--- config.mk ---
export PLATFORM = sky130hd
export DESIGN_NAME = bcd_countdown
export DESIGN_NICKNAME = d
export VERILOG_FILES = /design/src/rtl/timer_pkg.sv /design/src/rtl/bcd_digit_dec.sv /design/src/rtl/bcd_countdown.sv
export SDC_FILE = /design/constraint.sdc
export NUM_CORES = 1
export LEC_CHECK = 0
export BUFFER_PORTS_ARGS = -buffer_cell sky130_fd_sc_hd__buf_2
export CAP_MARGIN = 40
export CORE_AREA = 4 4 68 70
export CTS_BUF_LIST = sky130_fd_sc_hd__clkbuf_8
export CTS_CLUSTER_SIZE = 14
export DETAILED_ROUTE_END_ITERATION = 12
export DIE_AREA = 0 0 72 74
export GPL_TIMING_DRIVEN = 0
export PLACE_DENSITY = 0.77
export SLEW_MARGIN = 20
export SYNTH_ARGS = -nofsm -noshare
export SYNTH_HDL_FRONTEND = slang
export SYNTH_SLANG_ARGS = --single-unit
--- constraint.sdc ---
create_clock -name clk_in -period 3.1 [get_ports clk_in]
set_input_delay 0.31 -clock clk_in [delete_from_list [all_inputs] [get_ports clk_in]]
set_output_delay 0.31 -clock clk_in [all_outputs]
set_load 0.01 [all_outputs]
--- src/rtl/timer_pkg.sv ---
// Shared definitions for the BCD countdown timer: state encoding, BCD digit
// limits, sub-tick counter width and the load-time digit clamp.
package timer_pkg;

  localparam logic [1:0] ST_IDLE    = 2'd0;
  localparam logic [1:0] ST_RUN     = 2'd1;
  localparam logic [1:0] ST_PAUSED  = 2'd2;
  localparam logic [1:0] ST_EXPIRED = 2'd3;

  typedef enum logic [1:0] {
    IDLE    = ST_IDLE,
    RUN     = ST_RUN,
    PAUSED  = ST_PAUSED,
    EXPIRED = ST_EXPIRED
  } state_t;

  localparam logic [3:0] BCD_UNITS_MAX    = 4'd9;
  localparam logic [3:0] BCD_SEC_TENS_MAX = 4'd5;
  localparam logic [3:0] BCD_MIN_TENS_MAX = 4'd9;

  // Wide enough for the largest legal TICK_DIV (65535).
  localparam int TICK_CNT_W = 16;

  // Clamp a two-digit BCD byte so each digit stays within its legal range.
  function automatic logic [7:0] clamp_bcd(input logic [7:0] value,
                                           input logic [3:0] tens_max);
    logic [3:0] tens;
    logic [3:0] units;
    tens  = (value[7:4] > tens_max)      ? tens_max      : value[7:4];
    units = (value[3:0] > BCD_UNITS_MAX) ? BCD_UNITS_MAX : value[3:0];
    return {tens, units};
  endfunction

endpackage

--- src/rtl/bcd_digit_dec.sv ---
// One BCD digit of the countdown borrow chain: decrements when borrow_in is
// set and wraps 0 -> max with borrow_out.
module bcd_digit_dec (
  input  logic [3:0] digit,
  input  logic       borrow_in,
  input  logic [3:0] max,
  output logic [3:0] digit_next,
  output logic       borrow_out
);

  always_comb begin
    // NOTE: defaults first so every path assigns both outputs and no latch is inferred.
    digit_next = digit;
    borrow_out = 1'b0;
    if (borrow_in) begin
      if (digit == 4'd0) begin
        digit_next = max;
        borrow_out = 1'b1;
      end else begin
        digit_next = digit - 4'd1;
      end
    end
  end

endmodule

--- src/rtl/bcd_countdown.sv ---
// MM:SS BCD countdown timer with load/start/pause control, a tick prescaler
// of TICK_DIV tick rising edges per second, and a one-cycle done pulse.
module bcd_countdown
  import timer_pkg::*;
#(
  parameter int TICK_DIV = 1
) (
  input  logic       clk_in,
  input  logic       rst,
  input  logic       tick,
  input  logic       load,
  input  logic [7:0] load_min,
  input  logic [7:0] load_sec,
  input  logic       start,
  input  logic       pause,
  output logic [7:0] min_out,
  output logic [7:0] sec_out,
  output logic       running,
  output logic       expired,
  output logic       done
);

  localparam logic [TICK_CNT_W-1:0] SUB_LAST = TICK_CNT_W'(TICK_DIV - 1);

  state_t                state;
  logic                  tick_q;
  logic                  tick_rise;
  logic [TICK_CNT_W-1:0] sub_cnt;
  logic [15:0]           dec_val;
  logic [3:0]            borrow;
  logic                  count_nonzero;

  assign tick_rise     = tick & ~tick_q;
  assign count_nonzero = (min_out != 8'h00) || (sec_out != 8'h00);

  // Borrow chain, least significant digit first; the seconds-units digit always decrements.
  bcd_digit_dec u_sec_units (
    .digit(sec_out[3:0]), .borrow_in(1'b1), .max(BCD_UNITS_MAX),
    .digit_next(dec_val[3:0]), .borrow_out(borrow[0])
  );
  bcd_digit_dec u_sec_tens (
    .digit(sec_out[7:4]), .borrow_in(borrow[0]), .max(BCD_SEC_TENS_MAX),
    .digit_next(dec_val[7:4]), .borrow_out(borrow[1])
  );
  bcd_digit_dec u_min_units (
    .digit(min_out[3:0]), .borrow_in(borrow[1]), .max(BCD_UNITS_MAX),
    .digit_next(dec_val[11:8]), .borrow_out(borrow[2])
  );
  bcd_digit_dec u_min_tens (
    .digit(min_out[7:4]), .borrow_in(borrow[2]), .max(BCD_MIN_TENS_MAX),
    .digit_next(dec_val[15:12]), .borrow_out(borrow[3])
  );

  // NOTE: sequential state uses non-blocking assignments so every register samples pre-edge values.
  always_ff @(posedge clk_in or posedge rst) begin
    if (rst) begin
      state   <= IDLE;
      tick_q  <= 1'b1;   // a tick held high through reset must not look like a fresh edge
      sub_cnt <= '0;
      min_out <= 8'h00;
      sec_out <= 8'h00;
      running <= 1'b0;
      expired <= 1'b0;
      done    <= 1'b0;
    end else begin
      tick_q <= tick;
      done   <= 1'b0;
      if (load) begin
        min_out <= clamp_bcd(load_min, BCD_MIN_TENS_MAX);
        sec_out <= clamp_bcd(load_sec, BCD_SEC_TENS_MAX);
        sub_cnt <= '0;
        state   <= IDLE;
        running <= 1'b0;
        expired <= 1'b0;
      end else begin
        case (state)
          IDLE: begin
            if (!pause && start && count_nonzero) begin
              state   <= RUN;
              running <= 1'b1;
            end
          end
          RUN: begin
            if (pause) begin
              state   <= PAUSED;
              running <= 1'b0;
            end else if (tick_rise) begin
              if (sub_cnt == SUB_LAST) begin
                sub_cnt <= '0;
                // A full-chain borrow means 00:00; never wrap to 99:59.
                if (!borrow[3]) begin
                  min_out <= dec_val[15:8];
                  sec_out <= dec_val[7:0];
                  if (dec_val == 16'h0000) begin
                    state   <= EXPIRED;
                    running <= 1'b0;
                    expired <= 1'b1;
                    done    <= 1'b1;
                  end
                end
              end else begin
                sub_cnt <= sub_cnt + 1'b1;
              end
            end
          end
          PAUSED: begin
            if (start && !pause) begin
              state   <= RUN;
              running <= 1'b1;
            end
          end
          EXPIRED: begin
          end
          default: begin
            state   <= IDLE;
            running <= 1'b0;
            expired <= 1'b0;
          end
        endcase
      end
    end
  end

endmodule

==> results.sh <==
export IMPL_postSynth_asyncResetShare_pct=100
export IMPL_max_slew_margin_rel_pct=45.3
export IMPL_synth_cell_types=55
export IMPL_grt_pass1_wl_mm=9.48
export IMPL_synth_area_mm2=0.00226
export IMPL_cts_sinks=38
export IMPL_num_rows=23
export IMPL_worst_path_buf_inv=2
export IMPL_die_w_um=72
export IMPL_wl_per_cell_um=15.7
export IMPL_irDropWorstVdd_mv=0.261
export IMPL_required_ns=3.28
export IMPL_drive_gt1_share_pct=21.5
export IMPL_die_y_um=74
export IMPL_path_clk_slew_ns=0.07
export IMPL_ios=41
export IMPL_antenna_found_initial=0
export IMPL_vias_per_cell=5.96
export IMPL_layout_nets=326
export IMPL_yosysWarnings=0
export IMPL_placed_cells=344
export IMPL_nFillCells=321
export IMPL_slew_violations=0
export IMPL_final_hold_viol_count=0
export IMPL_overflow=0
export IMPL_synth_seq_cells=38
export IMPL_root_buffer="clkbuf_8"
export IMPL_min_path_type="input port to flip-flop"
export IMPL_grt_setup_unrepaired="no"
export IMPL_drt_initial_drc_count=91
export IMPL_grt_max_degree=27
export IMPL_max_freq_mhz=377
export IMPL_drcViolationCount=0
export IMPL_totalWireLength_mm=5.55
export IMPL_ys_seq_area_share_pct=42.1
export IMPL_cp_max_fo=10
export IMPL_tightest_slew_ns=0.814
export IMPL_numCtsBuffers=5
export IMPL_synth_edf_count=0
export IMPL_status="complete, no violations"
export IMPL_cpPeakStageDelay_ns=0.70
export IMPL_fin_cells=353
export IMPL_globalplace_congestion=0.825
export IMPL_area_delta_synth_final_pct=17.0
export IMPL_grt_pass1_vias=1986
export IMPL_worstPathArrival_ns=2.83
export IMPL_fin_crit_sh_pct=85.6
export IMPL_drtPass1Iterations=4
export IMPL_ant_nets=0
export IMPL_power_density_mw_per_mm2=408
export IMPL_diodes=0
export IMPL_io_buffer_count=40
export IMPL_worstSkewPairLatency_ns=0.29
export IMPL_h_tree_depth=2
export IMPL_fin_worst_skew_ns=0.00650
export IMPL_path_cells="buf_6 -> nor4_1 -> nand4_1 -> o211ai_1 -> buf_2 -> nor4_1 -> o31a_1"
export IMPL_cp_common_cell="nor4_1"
export IMPL_endpoint_kind="flip-flop"
export IMPL_drv_cap=0
export IMPL_dp_hpwl_mm=4.01
export IMPL_fin_crit_ns=2.65
export IMPL_grt_usage_pct=22.9
export IMPL_fin_util_pct=66.6
export IMPL_synth_nets=277
export IMPL_avgSynthCellArea_um2=8.93
export IMPL_initial_utilization_pct=56.9
export IMPL_dieArea_mm2=0.00533
export IMPL_path_class="flip-flop to flip-flop"
export IMPL_crit_family="simple AND/OR/NAND/NOR gates"
export IMPL_tns_ns=0
export IMPL_slowest_stage="nor4_1"
export IMPL_design_core_area_mm2=0.00397
export IMPL_dr_total_vias=2104
export IMPL_setup_viol=0
export IMPL_fin_ws_ns=0.447
export IMPL_power_leakage_nw=1.11
export IMPL_synthFlopType="dfrtp_1"
export IMPL_syn_inst=253
export IMPL_total_power_mw=1.08
export IMPL_start_kind="flip-flop"
export IMPL_clk_path_buf_depth=2
export IMPL_dp_slack_ns=0.441
export IMPL_cts_tree="yes"
## timing repair
action                    CTS  global route
buffers inserted            0             0
resized for setup           0             0
hold endpoints to repair   11             0
hold buffers                1             0
## metrics by stage
| step | cell area (um2) | hold WS, ns |
|---|---|---|
| after global placement | 2520 | 0.437 |
| after floorplan | 2260 | 0.314 |
| after global routing | 2640 | 0.127 |
| final | 2640 | 0.134 |
| after CTS | 2640 | 0.124 |
| after detailed placement | 2540 | 0.271 |
## sequential cells by signal, summed over array words and instances, names as in the netlist
name     flops
sub_cnt     16
min_out      8
sec_out      8
state        2
done         1
expired      1
running      1
tick_q       1
## area by class of cell
type | count | area, um2 | area share, %
tap | 50 | 62.6 | 2.37
timing repair buffer | 42 | 230 | 8.71
inverter | 9 | 33.8 | 1.28
sequential | 38 | 952 | 36.0
clock buffer | 6 | 82.6 | 3.12
clock inverter | 2 | 8.76 | 0.331
multi-input combinational | 197 | 1210 | 46.0
buffer | 9 | 58.8 | 2.22
## synthesized netlist by cell type, drive strengths merged, types with 2 or more instances
library cell  count  area (um2)
or3               4        27.5
nand4b            2        17.5
a21oi             8        40.0
and4              2        17.5
nor4             10        62.6
nand4            10        62.6
or2               3        18.8
or4               4        35.0
dfrtp            37         926
o21ai            18        90.1
xor2             13         114
xnor2             2        17.5
o21a              3        22.5
inv               8        30.0
o31a              3        26.3
nor4b             2        17.5
a31oi             6        37.5
o211ai            3        22.5
and3              2        12.5
nor3              9        45.0
o311a             2        20.0
nand3            11        55.1
buf               3        27.5
nand3b            5        37.5
nor2             31         116
a2111oi           2        23.8
nor3b             2        15.0
clkbuf            5        22.5
ha                2        25.0
nand2b            2        12.5
nand2            20        75.1
mux2i             3        30.0
## kinds of logic after synthesis
group | Yosys count | share of synthesized area (%)
compound gates | 54 | 15.9
fa+ha+maj | 2 | 1.11
mux | 4 | 1.83
xor+xnor | 15 | 5.81
buf+inv | 18 | 4.10
simple gates | 122 | 29.1
flops | 38 | 42.1
## path summary, 6_finish.rpt
path                       slack [ns]                       to  cells after the start              startpoint
min reg2reg                      0.49      expired$_DFFE_PP0P_                      1     expired$_DFFE_PP0P_
min in group asynchronous        0.50  sub_cnt[10]$_DFFE_PP0P_                      3                     rst
max reg2reg                      0.45   min_out[0]$_DFFE_PP0P_                      7  sec_out[3]$_DFFE_PP0P_
max                              0.45   min_out[0]$_DFFE_PP0P_                      7  sec_out[3]$_DFFE_PP0P_
min                              0.13         tick_q$_DFF_PP1_                      1                    tick
max in group asynchronous        2.17   min_out[3]$_DFFE_PP0P_                      4                     rst
## layer usage
layer | up-vias | share of wire, % | GRT usage, %
met3 | 8 | 3.8 | 5.00
met1 | 1017 | 45 | 29.7
met4 | 0 | 1.3 | 8.14
li1 | 1035 | - | -
met5 | - | 0 | 0
met2 | 44 | 49 | 38.3
## power breakdown
group,internal (mW),switching (mW)
clock,0.176,0.176
combinational,0.0753,0.0975
sequential,0.519,0.0351
## cells in the final DEF, fill, tap and decap left out, types with 4 or more instances in the layout
| master | n |
|---|---|
| nand2_1 | 20 |
| dfrtp_1 | 37 |
| clkbuf_8 | 6 |
| nand4_1 | 10 |
| nand3b_1 | 5 |
| nand3_1 | 11 |
| buf_2 | 41 |
| a21oi_1 | 8 |
| nor2_1 | 31 |
| xor2_1 | 13 |
| nor3_1 | 9 |
| nor4_1 | 10 |
| a31oi_1 | 6 |
| inv_1 | 8 |
| clkbuf_1 | 4 |
| o21ai_0 | 17 |
No activity file was read; power rests on OpenSTA's default activity.
